<file path="config.mk">
export PLATFORM = sky130hd
export DESIGN_NAME = instr_sequencer_flat
export DESIGN_NICKNAME = d
export VERILOG_FILES = /design/src/rtl/seq_pkg.sv /design/src/rtl/instr_sequencer_if.sv /design/src/rtl/pc_unit.sv /design/src/rtl/instr_sequencer.sv /design/src/flat_wrapper.sv
export SDC_FILE = /design/constraint.sdc
export NUM_CORES = 1
export LEC_CHECK = 0
export CAP_MARGIN = 0
export CORE_MARGIN = 8
export CORE_UTILIZATION = 42
export DETAILED_ROUTE_END_ITERATION = 6
export HOLD_SLACK_MARGIN = 0.08
export PLACE_DENSITY_LB_ADDON = 0.15
export REMOVE_ABC_BUFFERS = 1
export SLEW_MARGIN = 20
export SYNTH_ARGS = -nofsm -noshare
export SYNTH_HDL_FRONTEND = slang
export SYNTH_SLANG_ARGS = --single-unit
</file>
<file path="constraint.sdc">
create_clock -name clk -period 2.5 [get_ports clk]
set_input_delay 0.25 -clock clk [delete_from_list [all_inputs] [get_ports clk]]
set_output_delay 0.25 -clock clk [all_outputs]
set_load 0.01 [all_outputs]
</file>
<file path="src/rtl/seq_pkg.sv">
// Shared definitions for the instruction sequencer: state encoding, opcodes, IR field positions.
// Latency: n/a (types and constants only).
// Backpressure: n/a.
package seq_pkg;

    typedef enum logic [2:0] {
        IDLE   = 3'd0,
        FETCH  = 3'd1,
        DECODE = 3'd2,
        EXEC   = 3'd3,
        HALT   = 3'd4
    } state_t;

    localparam logic [1:0] OP_JMP = 2'b11;

    localparam int OP_MSB  = 7;
    localparam int OP_LSB  = 6;
    localparam int RS_MSB  = 5;
    localparam int RS_LSB  = 4;
    localparam int RT_MSB  = 3;
    localparam int RT_LSB  = 2;
    localparam int IMM_MSB = 3;
    localparam int IMM_LSB = 0;

endpackage

</file>
<file path="src/rtl/instr_sequencer_if.sv">
// Sequencer bus bundle: imem req/ack fetch port, decoded IR fields, control strobes and status.
// Latency: n/a (wiring only).
// Backpressure: imem_req is held until imem_ack; nothing else is flow controlled.
interface instr_sequencer_if #(parameter int PC_W = 4);
    logic            start;
    logic            imem_req;
    logic [PC_W-1:0] imem_addr;
    logic            imem_ack;
    logic [7:0]      imem_data;
    logic [1:0]      op;
    logic [1:0]      rs;
    logic [1:0]      rt;
    logic [3:0]      imm;
    logic            exec_en;
    logic            br_taken;
    logic            busy;
    logic            halted;

    modport master (
        input  start, imem_ack, imem_data, br_taken,
        output imem_req, imem_addr, op, rs, rt, imm, exec_en, busy, halted
    );

    modport slave (
        output start, imem_ack, imem_data, br_taken,
        input  imem_req, imem_addr, op, rs, rt, imm, exec_en, busy, halted
    );
endinterface

</file>
<file path="src/rtl/pc_unit.sv">
// Program counter: clear to zero, sequential increment, or relative jump by sign-extended imm.
// Latency: new pc visible the cycle after advance/load_zero.
// Backpressure: none; updates only when told to.
module pc_unit #(
    parameter int PC_W = 4
) (
    input  logic            clk,
    input  logic            rst,
    input  logic            load_zero,
    input  logic            advance,
    input  logic            take_jump,
    input  logic [3:0]      imm,
    output logic [PC_W-1:0] pc
);
    logic signed [3:0] imm_s;
    logic [PC_W-1:0]   offset;
    logic [PC_W-1:0]   pc_q;

    // signed source makes the size cast sign-extend; the sum wraps at PC_W bits
    assign imm_s  = imm;
    assign offset = take_jump ? PC_W'(imm_s) : '0;

    always_ff @(posedge clk) begin
        if (rst) begin
            pc_q <= '0;
        end else if (load_zero) begin
            pc_q <= '0;
        end else if (advance) begin
            pc_q <= pc_q + PC_W'(1) + offset;
        end
    end

    assign pc = pc_q;
endmodule

</file>
<file path="src/rtl/instr_sequencer.sv">
// Fetch/sequence stage: fetches 8-bit instructions, holds IR, strobes exec_en once per instruction.
// Latency: 3 cycles per instruction plus one per imem wait cycle; SEQ_SINGLE_STEP_EN gates DECODE on step.
// Backpressure: FETCH holds imem_req/imem_addr stable until imem_ack; acks outside FETCH are dropped.
module instr_sequencer
    import seq_pkg::*;
#(
    parameter int         PC_W      = 4,
    parameter logic [7:0] HALT_WORD = 8'hFF
) (
    input  logic                  clk,
    input  logic                  rst,
`ifdef SEQ_SINGLE_STEP_EN
    input  logic                  step,
`endif
    instr_sequencer_if.master     bus
);
    state_t          state;
    state_t          state_nxt;
    logic [7:0]      ir;
    logic [PC_W-1:0] pc;
    logic            load_zero;
    logic            advance;
    logic            take_jump;
    logic            step_ok;

`ifdef SEQ_SINGLE_STEP_EN
    assign step_ok = step;
`else
    assign step_ok = 1'b1;
`endif

    always_ff @(posedge clk) begin
        if (rst) begin
            state <= IDLE;
        end else begin
            state <= state_nxt;
        end
    end

    always_ff @(posedge clk) begin
        if (rst) begin
            ir <= 8'h00;
        end else if (state == FETCH && bus.imem_ack) begin
            ir <= bus.imem_data;
        end
    end

    always_comb begin
        state_nxt = state;
        load_zero = 1'b0;
        unique case (state)
            IDLE: begin
                if (bus.start) begin
                    state_nxt = FETCH;
                    load_zero = 1'b1;
                end
            end
            FETCH: begin
                if (bus.imem_ack) state_nxt = DECODE;
            end
            DECODE: begin
                // halt check wins over step so a halt word never waits for a release
                if (ir == HALT_WORD)  state_nxt = HALT;
                else if (step_ok)     state_nxt = EXEC;
            end
            EXEC: begin
                state_nxt = FETCH;
            end
            HALT: begin
                if (bus.start) begin
                    state_nxt = FETCH;
                    load_zero = 1'b1;
                end
            end
            default: begin
                state_nxt = IDLE;
            end
        endcase
    end

    assign advance   = (state == EXEC);
    assign take_jump = advance && (ir[OP_MSB:OP_LSB] == OP_JMP) && bus.br_taken;

    pc_unit #(.PC_W(PC_W)) u_pc_unit (
        .clk       (clk),
        .rst       (rst),
        .load_zero (load_zero),
        .advance   (advance),
        .take_jump (take_jump),
        .imm       (ir[IMM_MSB:IMM_LSB]),
        .pc        (pc)
    );

    assign bus.imem_req  = (state == FETCH);
    assign bus.imem_addr = pc;
    assign bus.op        = ir[OP_MSB:OP_LSB];
    assign bus.rs        = ir[RS_MSB:RS_LSB];
    assign bus.rt        = ir[RT_MSB:RT_LSB];
    assign bus.imm       = ir[IMM_MSB:IMM_LSB];
    assign bus.exec_en   = (state == EXEC);
    assign bus.busy      = (state == FETCH) || (state == DECODE) || (state == EXEC);
    assign bus.halted    = (state == HALT);
endmodule

</file>
<file path="src/flat_wrapper.sv">
// flat-port wrapper written by rule: the top's interface ports become plain ports
module instr_sequencer_flat import seq_pkg::*;
#(
    parameter int         PC_W      = 4,
    parameter logic [7:0] HALT_WORD = 8'hFF
)
  (clk, rst, bus_start, bus_imem_ack, bus_imem_data, bus_br_taken, bus_imem_req, bus_imem_addr, bus_op, bus_rs, bus_rt, bus_imm, bus_exec_en, bus_busy, bus_halted);
  instr_sequencer_if #(.PC_W(PC_W)) bus_i ();
  input  logic clk;
  input  logic rst;
  input wire logic [$bits(bus_i.start)-1:0] bus_start;
  input wire logic [$bits(bus_i.imem_ack)-1:0] bus_imem_ack;
  input wire logic [$bits(bus_i.imem_data)-1:0] bus_imem_data;
  input wire logic [$bits(bus_i.br_taken)-1:0] bus_br_taken;
  output wire logic [$bits(bus_i.imem_req)-1:0] bus_imem_req;
  output wire logic [$bits(bus_i.imem_addr)-1:0] bus_imem_addr;
  output wire logic [$bits(bus_i.op)-1:0] bus_op;
  output wire logic [$bits(bus_i.rs)-1:0] bus_rs;
  output wire logic [$bits(bus_i.rt)-1:0] bus_rt;
  output wire logic [$bits(bus_i.imm)-1:0] bus_imm;
  output wire logic [$bits(bus_i.exec_en)-1:0] bus_exec_en;
  output wire logic [$bits(bus_i.busy)-1:0] bus_busy;
  output wire logic [$bits(bus_i.halted)-1:0] bus_halted;
  assign bus_i.start = bus_start;
  assign bus_i.imem_ack = bus_imem_ack;
  assign bus_i.imem_data = bus_imem_data;
  assign bus_i.br_taken = bus_br_taken;
  assign bus_imem_req = bus_i.imem_req;
  assign bus_imem_addr = bus_i.imem_addr;
  assign bus_op = bus_i.op;
  assign bus_rs = bus_i.rs;
  assign bus_rt = bus_i.rt;
  assign bus_imm = bus_i.imm;
  assign bus_exec_en = bus_i.exec_en;
  assign bus_busy = bus_i.busy;
  assign bus_halted = bus_i.halted;
  instr_sequencer #(.PC_W(PC_W), .HALT_WORD(HALT_WORD)) u_core (.clk(clk), .rst(rst), .bus(bus_i));
endmodule
</file>
==> flow_metrics.py, run 1 <==
metrics = {
    "route": {
        "vias_per_cell": 5.027,
        "drtIter0Drc": 12,
        "ant_nets": 0,
        "drc_errors": 0,
        "firstDrtPassIters": 4,
        "vias": 734,
        "finalWirelength_mm": 1.922,
        "routedWlPerCell_um": 13.16,
    },
    "cells_and_area": {
        "ff_latch_area_um2": 300.3,
        "n_fill_cell": 159,
        "layout-drive-gt1-share_pct": 7.438,
        "multi_input_area_um2": 445.4,
        "fin_area_mm2": 0.001134,
        "area_delta_synth_final_pct": 41.78,
        "nets": 139,
        "num_antenna_cells": 0,
    },
    "logic_synthesis": {
        "avgSynthCellArea_um2": 8.786,
        "netlist_area_um2": 799.5,
        "yosysUniqueCellTypes": 31,
        "synthFlopType": "dfxtp_1",
        "yosysWarnings": 0,
        "synth_edf_count": 0,
        "syn_inst": 91,
        "ys_seq_area_share_pct": 37.56,
        "ys_seq_elements": 15,
        "synthArstFlopShare_pct": 0,
    },
    "floorplan": {
        "die-area_mm2": 0.003556,
        "io_pins": 31,
        "die_y_um": 59.63,
        "rows": 15,
        "start_util_pct": 45.32,
        "die_w_um": 59.63,
        "coreArea_mm2": 0.001764,
    },
    "critical_path": {
        "end_kind": "flop",
        "worst_path_largest_cell_delay_ns": 0.51,
        "start_kind": "flop",
        "worstPathRequired_ns": 2.72,
        "worstPathArrival_ns": 2.51,
        "path_max_fanout": 11,
        "path_cells": "and3b_1 -> inv_2 -> nor2_1 -> and2_1 -> ha_1 -> a21oi_1 -> and3_1 -> or4_1 -> a21oi_1",
        "crit_type": "flop to flop",
        "slowest_stage": "dfxtp_1",
        "critPathMostFrequentCell": "a21oi_1",
    },
    "pwr": {
        "pwr_density_cell_mw_per_mm2": 488.0,
        "p_leak_uw": 0.0004245,
        "ir_worst_vdd_uv": 269.9,
    },
    "timing": {
        "setup_viol": 0,
        "setup_ws_ns": 0.2026,
        "rsz0062_at_grt": "no",
        "slew-limit-headroom_pct": 68.50,
        "setup-tns-final_ns": 0,
        "period_share_pct": 91.89,
        "worst_pin_slew_ns": 0.4725,
        "fmax_ghz": 0.4353,
        "slew_viol_final": 0,
        "layout_min_cycle_time_ns": 2.297,
        "final_hold_viol_count": 0,
        "clock_skew_ns": 0.0004251,
    },
    "global_routing": {
        "antenna_found_initial": 0,
        "grt_max_degree": 13,
        "grt-ovfl-total": 0,
        "grt_pass1_wl_mm": 3.270,
        "grt_pass1_vias": 772,
        "grt_usage_pct": 11.70,
    },
    "placed_design": {
        "place.gp.congestion": 0.8567,
        "dp_hpwl_mm": 1.534,
        "io_buffer_count": 30,
        "place_ws_ns": 0.2331,
        "dpl_cell_area_mm2": 0.001107,
    },
    "clock_tree": {
        "clock-sinks": 15,
        "cts_inserted_buffers": 3,
        "cts-root-buf": "clkbuf_4",
        "clk_latency_ns": 0.28,
        "cts_setup_buffers": 0,
        "clk_pin_slew_ns": 0.09,
        "cts_resized": 0,
        "postCtsHoldBufs": 0,
        "clock_path_buffers": 2,
        "cts_tree": "built",
        "h-tree-depth": 1,
    },
    "run": {
        "drv_cap": 0,
    },
    "min_path": {
        "hold_class": "flop to flop",
    },
    "outcome": {
        "outcome": "finished clean",
    },
}
==> final timing paths <==
kind / from / endpoint / slack [ns] / cells after the start
hold reg to reg: u_core.u_pc_unit.pc[3]$_SDFFE_PP0N_ / u_core.u_pc_unit.pc[3]$_SDFFE_PP0N_ / 0.49 / 2
setup / recovery: u_core.state[2]$_SDFFE_PP0P_ / u_core.u_pc_unit.pc[3]$_SDFFE_PP0N_ / 0.20 / 9
setup reg to reg: u_core.state[2]$_SDFFE_PP0P_ / u_core.u_pc_unit.pc[3]$_SDFFE_PP0N_ / 0.20 / 9
hold / removal: u_core.u_pc_unit.pc[3]$_SDFFE_PP0N_ / u_core.u_pc_unit.pc[3]$_SDFFE_PP0N_ / 0.49 / 2
==> cell usage after synthesis, types with 2 or more instances <==
cell type | instances | share of area (%)
ha_1 | 3 | 4.7
buf_4 | 2 | 1.9
and2_1 | 4 | 3.1
mux2i_1 | 9 | 11
nand4_1 | 3 | 2.3
clkbuf_1 | 2 | 0.94
nor3_1 | 3 | 1.9
inv_1 | 3 | 1.4
and3b_1 | 2 | 2.2
a21oi_1 | 5 | 3.1
nor3b_1 | 2 | 1.9
nand2_1 | 2 | 0.94
dfxtp_1 | 15 | 38
nor2_1 | 17 | 8.0
a211oi_1 | 3 | 2.8
==> layer usage <==
layer | vias up | global-route usage (%) | share of wire [%]
met4 | 0 | 4.762 | 0.62
met3 | 2 | 4.121 | 6.1
met5 | - | 0 | 0
met2 | 23 | 19.72 | 48
li1 | 376 | - | -
met1 | 333 | 12.93 | 46
==> sequential cells by signal, summed over array words and instances, names as in the netlist <==
register and count:
u_core.ir 8, u_core.u_pc_unit.pc 4, u_core.state 3
==> report_power, final <==
part           switching, uW  internal [uW]  total, uW  leakage [uW]
registers               20.2            254        274      0.000122
logic                   57.9           82.5        140      0.000288
clock network           76.8           61.8        139     0.0000150
==> stage by stage <==
stage	power (uW)	std cells	utilization (%)	hold slack (ns)
after global placement	419.0	142	62.77	0.4653
after detailed placement	421.1	142	62.77	0.4802
after CTS	560.1	146	64.26	0.4963
final	553.2	146	64.26	0.4925
after global routing	587.4	146	64.26	0.5228
after floorplan	343.1	85	-	0.3224
==> final cells by class <==
| class | instances | share of cell area [%] |
|---|---|---|
| tap | 25 | 2.759 |
| sequential | 15 | 26.49 |
| clock buffer | 4 | 2.318 |
| multi-input combinational | 66 | 39.29 |
| inverter | 4 | 1.325 |
| timing repair buffer | 32 | 27.81 |
==> critical path: cells and delay by family (launching register included) <==
kind / cells / cell delay (ns)
buf+inv: 1 / 0.07
compound gates: 2 / 0.23
flops: 1 / 0.51
simple gates: 5 / 1.10
fa+ha+maj: 1 / 0.33
==> placed cells by master (no fill, tap or decap), types with 2 or more instances in the layout <==
cell type / Yosys / layout
nand2_1: 2 / 2
mux2i_1: 9 / 9
a211oi_1: 3 / 3
clkbuf_4: 0 / 3
a21oi_1: 5 / 5
and3b_1: 2 / 2
dfxtp_1: 15 / 15
and2_1: 4 / 4
ha_1: 3 / 3
inv_1: 3 / 3
nor3b_1: 2 / 2
nor2_1: 17 / 17
clkdlybuf4s50_1: 0 / 30
buf_4: 2 / 2
nor3_1: 3 / 3
nand4_1: 3 / 3
==> cells by family after synthesis <==
logic type,count (synthesis),synth area share [%]
and+or+nand+nor,41,27.23
DFF,15,37.56
AOI/OAI and AO/OA,11,8.919
buffers and inverters,10,6.728
muxes,9,11.27
adders and majority gates,4,7.199
xor gates and xnor gates,1,1.096
No activity file was read; power rests on OpenSTA's default activity.
==> run 2: changes to the inputs <==
--- a/config.mk
+++ b/config.mk
@@ -9,6 +9,7 @@
 export CORE_MARGIN = 8
 export CORE_UTILIZATION = 42
 export DETAILED_ROUTE_END_ITERATION = 6
+export GPL_TIMING_DRIVEN = 0
 export HOLD_SLACK_MARGIN = 0.08
 export PLACE_DENSITY_LB_ADDON = 0.15
 export REMOVE_ABC_BUFFERS = 1
==> flow_metrics.py, run 2 (synthesized netlist as in run 1, its figures left out) <==
metrics = {
    "outcome": {
        "outcome": "finished clean",
    },
    "cells_and_area": {
        "layout-drive-gt1-share_pct": 8.403,
        "multi_input_area_um2": 446.7,
        "nets": 137,
        "largest_reg_flops": 8,
        "final_cell_mix": "clkdlybuf4s50_1, nor2_1, dfxtp_1",
        "ff_latch_area_um2": 301.5,
        "fin_area_mm2": 0.001122,
        "layout_commonest_cell": "clkdlybuf4s50_1",
        "n_fill_cell": 171,
        "regMostFlops": "u_core.ir",
        "num_antenna_cells": 0,
        "area_delta_synth_final_pct": 40.38,
    },
    "critical_path": {
        "path_cells": "and3b_2 -> inv_2 -> nor2_1 -> and2_1 -> ha_1 -> a21oi_1 -> a21oi_1 -> or4_1 -> a21oi_1",
        "critPathMostFrequentCell": "a21oi_1",
        "r2r-start": "u_core.state[1]$_SDFFE_PP0P_",
        "reg2reg_slack_ns": 0.22,
        "slowest_stage": "dfxtp_1",
        "worst_path_largest_cell_delay_ns": 0.47,
        "start_kind": "flop",
        "crit_type": "flop to flop",
        "critPathBufInv": 1,
        "worstPathRequired_ns": 2.71,
        "r2r-end": "u_core.u_pc_unit.pc[3]$_SDFFE_PP0N_",
        "critPathTopFamily": "simple AND/OR/NAND/NOR gates",
        "worstRegToRegCells": 9,
        "end_kind": "flop",
        "path_max_fanout": 8,
        "worstPathArrival_ns": 2.49,
    },
    "min_path": {
        "holdPathEnd": "u_core.u_pc_unit.pc[3]$_SDFFE_PP0N_",
        "hold_class": "flop to flop",
        "min_path_cells": 2,
        "min-delay-start": "u_core.u_pc_unit.pc[3]$_SDFFE_PP0N_",
    },
    "timing": {
        "final_hold_viol_count": 0,
        "slew-limit-headroom_pct": 67.34,
        "layout_min_cycle_time_ns": 2.276,
        "worst_pin_slew_ns": 0.4900,
        "fmax_ghz": 0.4393,
        "setup_viol": 0,
        "period_share_pct": 91.05,
        "rsz0062_at_grt": "no",
        "slew_viol_final": 0,
        "clock_skew_ns": 0.006520,
        "setup-tns-final_ns": 0,
    },
    "clock_tree": {
        "clock_path_buffers": 2,
        "cts_inserted_buffers": 3,
        "clock-sinks": 15,
        "clk_latency_ns": 0.28,
        "postCtsHoldBufs": 0,
        "cts-root-buf": "clkbuf_4",
        "cts_tree": "built",
        "clk_pin_slew_ns": 0.10,
        "h-tree-depth": 1,
    },
    "floorplan": {
        "die_y_um": 59.63,
        "coreArea_mm2": 0.001764,
        "start_util_pct": 45.32,
        "die-area_mm2": 0.003556,
        "die_w_um": 59.63,
        "io_pins": 31,
        "rows": 15,
    },
    "global_routing": {
        "grt-ovfl-total": 0,
        "grt_pass1_wl_mm": 3.111,
        "antenna_found_initial": 0,
        "grt_pass1_vias": 735,
        "grt_max_degree": 13,
        "grt_usage_pct": 11.13,
    },
    "route": {
        "drc_errors": 0,
        "drtIter0Drc": 9,
        "vias": 753,
        "vias_per_cell": 5.229,
        "finalWirelength_mm": 1.877,
        "ant_nets": 0,
        "routedWlPerCell_um": 13.03,
        "firstDrtPassIters": 4,
    },
    "pwr": {
        "ir_worst_vdd_uv": 338.0,
        "pwr_density_cell_mw_per_mm2": 494.1,
        "p_leak_uw": 0.0004169,
    },
    "placed_design": {
        "place.gp.congestion": 0.8160,
        "io_buffer_count": 30,
        "dp_hpwl_mm": 1.525,
        "dpl_cell_area_mm2": 0.001092,
    },
    "run": {
        "drv_cap": 0,
    },
}
## run 2: worst max path at each step
stage                                               end  depth (start not counted)                    startpoint  slack [ns]
global route        u_core.u_pc_unit.pc[3]$_SDFFE_PP0N_                          9  u_core.state[1]$_SDFFE_PP0P_       0.002
detailed placement  u_core.u_pc_unit.pc[3]$_SDFFE_PP0N_                          9  u_core.state[2]$_SDFFE_PP0P_        0.11
finish              u_core.u_pc_unit.pc[3]$_SDFFE_PP0N_                          9  u_core.state[1]$_SDFFE_PP0P_        0.22
floorplan           u_core.u_pc_unit.pc[3]$_SDFFE_PP0N_                          9  u_core.state[2]$_SDFFE_PP0P_        0.30
global placement    u_core.u_pc_unit.pc[3]$_SDFFE_PP0N_                          9  u_core.state[2]$_SDFFE_PP0P_        0.19
CTS                 u_core.u_pc_unit.pc[3]$_SDFFE_PP0N_                          9  u_core.state[2]$_SDFFE_PP0P_        0.10
## run 2: where the power goes
part	total [uW]	switching (uW)	internal, uW	leakage, uW
Clock	142	82.9	59.3	0.0000177
Sequential	274	20.2	254	0.000122
Combinational	138	57.3	81.0	0.000277
## run 2: cell type report
class | count | share of cell area [%]
multi-input combinational | 66 | 39.80
sequential | 15 | 26.87
timing repair buffer | 30 | 26.76
tap | 25 | 2.787
clock buffer | 3 | 2.007
inverter | 4 | 1.338
clock inverter | 1 | 0.4459
## run 2: worst register-to-register path, delay by kind of cell, from the launching register on
family | cells | cell delay (ns)
and+or+nand+nor | 4 | 1.00
DFF | 1 | 0.47
adders and majority gates | 1 | 0.26
AOI/OAI and AO/OA | 3 | 0.42
buffers and inverters | 1 | 0.06
## run 2: layer usage
layer	global-route usage, %	up-vias	part of all wire (%)
met4	5.102	0	1.5
met1	12.07	348	42
li1	-	374	-
met5	0	-	0
met2	19.11	25	49
met3	3.471	6	7.5
## run 2: through the flow
stage	utilization [%]	std cells	power [uW]	hold WS (ns)	setup WS, ns
after floorplan	-	85	343.1	0.3224	0.2953
after global placement	61.91	140	416.4	0.4678	0.1873
after detailed placement	61.91	140	420.0	0.4838	0.1134
after CTS	63.48	144	559.9	0.4999	0.1021
after global routing	63.62	144	585.2	0.5415	0.002020
final	63.62	144	554.5	0.4927	0.2238
## run 2: repair_timing
| action | CTS | global route |
|---|---|---|
| setup buffers | 0 | 0 |
| resized for setup | 0 | 2 |
| endpoints found under the setup margin | 0 | 1 |
==> run 3: changes to the inputs <==
--- a/config.mk
+++ b/config.mk
@@ -6,8 +6,11 @@
 export NUM_CORES = 1
 export LEC_CHECK = 0
 export CAP_MARGIN = 0
+export CELL_PAD_IN_SITES_DETAIL_PLACEMENT = 1
+export CELL_PAD_IN_SITES_GLOBAL_PLACEMENT = 1
+export CORE_ASPECT_RATIO = 1.75
 export CORE_MARGIN = 8
-export CORE_UTILIZATION = 42
+export CORE_UTILIZATION = 30
 export DETAILED_ROUTE_END_ITERATION = 6
 export GPL_TIMING_DRIVEN = 0
 export HOLD_SLACK_MARGIN = 0.08
==> flow_metrics.py, run 3 (synthesized netlist as in run 1, its figures left out) <==
metrics = {
    "outcome": {
        "outcome": "finished clean",
    },
    "route": {
        "firstDrtPassIters": 5,
        "vias": 756,
        "drc_errors": 0,
        "ant_nets": 0,
        "vias_per_cell": 5.178,
        "finalWirelength_mm": 2.333,
        "routedWlPerCell_um": 15.98,
        "drtIter0Drc": 12,
    },
    "cells_and_area": {
        "utilization_pct": 43.67,
        "largest_reg_flops": 8,
        "area_delta_synth_final_pct": 43.51,
        "layout_commonest_cell": "clkdlybuf4s50_1",
        "layout-drive-gt1-share_pct": 10.08,
        "final_cells": 146,
        "regMostFlops": "u_core.ir",
        "num_antenna_cells": 0,
        "final_cell_mix": "clkdlybuf4s50_1, nor2_1, dfxtp_1",
        "nets": 137,
    },
    "clock_tree": {
        "cts_inserted_buffers": 3,
        "h-tree-depth": 1,
        "clock-sinks": 15,
        "postCtsHoldBufs": 0,
        "cts-root-buf": "clkbuf_8",
        "clk_pin_slew_ns": 0.06,
        "cts_tree": "built",
        "clock_path_buffers": 2,
        "clk_latency_ns": 0.24,
    },
    "min_path": {
        "min-delay-start": "u_core.u_pc_unit.pc[3]$_SDFFE_PP0N_",
        "hold_class": "flop to flop",
        "holdPathEnd": "u_core.u_pc_unit.pc[3]$_SDFFE_PP0N_",
        "min_path_cells": 2,
    },
    "critical_path": {
        "critPathMostFrequentCell": "a21oi_1",
        "worstPathArrival_ns": 2.49,
        "worstRegToRegCells": 9,
        "path_cells": "and3b_2 -> inv_2 -> nor2_2 -> and2_1 -> ha_1 -> a21oi_1 -> and3_1 -> or4_1 -> a21oi_1",
        "r2r-start": "u_core.state[2]$_SDFFE_PP0P_",
        "start_kind": "flop",
        "critPathBufInv": 1,
        "r2r-end": "u_core.u_pc_unit.pc[3]$_SDFFE_PP0N_",
        "path_max_fanout": 11,
        "worstPathRequired_ns": 2.68,
        "reg2reg_slack_ns": 0.19,
        "worst_path_largest_cell_delay_ns": 0.46,
        "slowest_stage": "or4_1",
        "crit_type": "flop to flop",
        "critPathTopFamily": "simple AND/OR/NAND/NOR gates",
        "end_kind": "flop",
    },
    "pwr": {
        "p_clk_share_pct": 31.5,
        "p_leak_uw": 0.0004226,
        "power.internal_uw": 449.3,
        "p_seq_share_pct": 44.9,
        "comb_power_share_pct": 23.5,
        "switching_share_pct": 26.66,
        "ir_worst_vdd_uv": 279.6,
        "pwr_density_cell_mw_per_mm2": 534.0,
        "total_power_uw": 612.6,
        "power_switching_uw": 163.3,
    },
    "timing": {
        "slew-limit-headroom_pct": 66.19,
        "slew_viol_final": 0,
        "worst_pin_slew_ns": 0.5071,
        "setup_viol": 0,
        "clock_skew_ns": 0.003182,
        "period_share_pct": 92.29,
        "holdWs_ns": 0.4874,
        "fmax_ghz": 0.4334,
        "layout_min_cycle_time_ns": 2.307,
        "final_hold_viol_count": 0,
        "rsz0062_at_grt": "no",
    },
    "global_routing": {
        "grt_max_degree": 13,
        "grt-ovfl-total": 0,
        "met3_usage_pct": 2.478,
        "grt.busiest_layer": "met2",
        "antenna_found_initial": 0,
        "grtUsageMet2_pct": 19.27,
        "grt_usage_pct": 10.57,
        "grt_pass1_wl_mm": 3.774,
        "grt_pass1_vias": 825,
        "use_met1_pct": 10.53,
    },
    "placed_design": {
        "dp_hpwl_mm": 1.939,
        "io_buffer_count": 30,
        "place.gp.congestion": 0.7472,
        "dp.cells": 142,
    },
    "floorplan": {
        "io_pins": 31,
        "coreArea_mm2": 0.002628,
        "die_w_um": 55.03,
        "die_y_um": 84.29,
        "die-area_mm2": 0.004638,
        "rows": 25,
        "start_util_pct": 30.43,
    },
    "run": {
        "drv_cap": 0,
    },
}
==> run 3: repair_timing <==
action,in CTS,in global routing
gates resized for setup,1,4
buffers inserted,0,0
endpoints found under the setup margin,1,1
pin swaps,0,0
==> run 3: worst reg2reg max path, delay by kind of cell (launching register included) <==
family,cells,cell delay [ns]
AO/OA/AOI/OAI,2,0.26
adder cells (fa/ha/maj),1,0.33
buffers and inverters,1,0.09
flip-flops,1,0.42
AND/OR/NAND/NOR,5,1.15
==> run 3: stage by stage <==
step	setup WS, ns	cell area [um^2]	TNS (ns)
5_1_grt	0.04271	1147	0
6_report	0.1928	1147	0
4_1_cts	0.04964	1141	0
3_3_place_gp	0.06882	1095	0
2_1_floorplan	0.2953	760.7	0
3_5_place_dp	-0.01087	1095	-0.01087
==> run 3: worst max path at each step <==
stage	start	endpoint	slack, ns	cells past startpoint
after global placement	u_core.state[2]$_SDFFE_PP0P_	u_core.u_pc_unit.pc[3]$_SDFFE_PP0N_	0.07	9
after global routing	u_core.state[2]$_SDFFE_PP0P_	u_core.u_pc_unit.pc[3]$_SDFFE_PP0N_	0.04	9
after detailed placement	u_core.state[1]$_SDFFE_PP0P_	u_core.u_pc_unit.pc[3]$_SDFFE_PP0N_	-0.01	9
after CTS	u_core.state[1]$_SDFFE_PP0P_	u_core.u_pc_unit.pc[3]$_SDFFE_PP0N_	0.05	9
after floorplan	u_core.state[2]$_SDFFE_PP0P_	u_core.u_pc_unit.pc[3]$_SDFFE_PP0N_	0.30	9
final	u_core.state[2]$_SDFFE_PP0P_	u_core.u_pc_unit.pc[3]$_SDFFE_PP0N_	0.19	9
==> run 3: cell type report <==
type                       count  area [um^2]
fill                         327         1480
multi-input combinational     66        449.2
sequential                    15        304.0
tap                           27        33.78
timing repair buffer          30        300.3
clock buffer                   4        45.04
inverter                       4        15.01
==> run 3: power by group through the flow <==
stage | combinational (uW) | sequential, uW | clock (uW)
after floorplan | 63.3 | 280 | 0
after global placement | 142 | 278 | 0
after detailed placement | 146 | 279 | 0
after CTS | 147 | 274 | 200
after global routing | 156 | 278 | 220
final | 144 | 275 | 193
==> run 3: metal layers <==
layer / vias up / share of wire [%]
li1: 369 / -
met1: 367 / 35
met2: 16 / 59
met3: 4 / 4.2
met4: 0 / 1.5
met5: - / 0
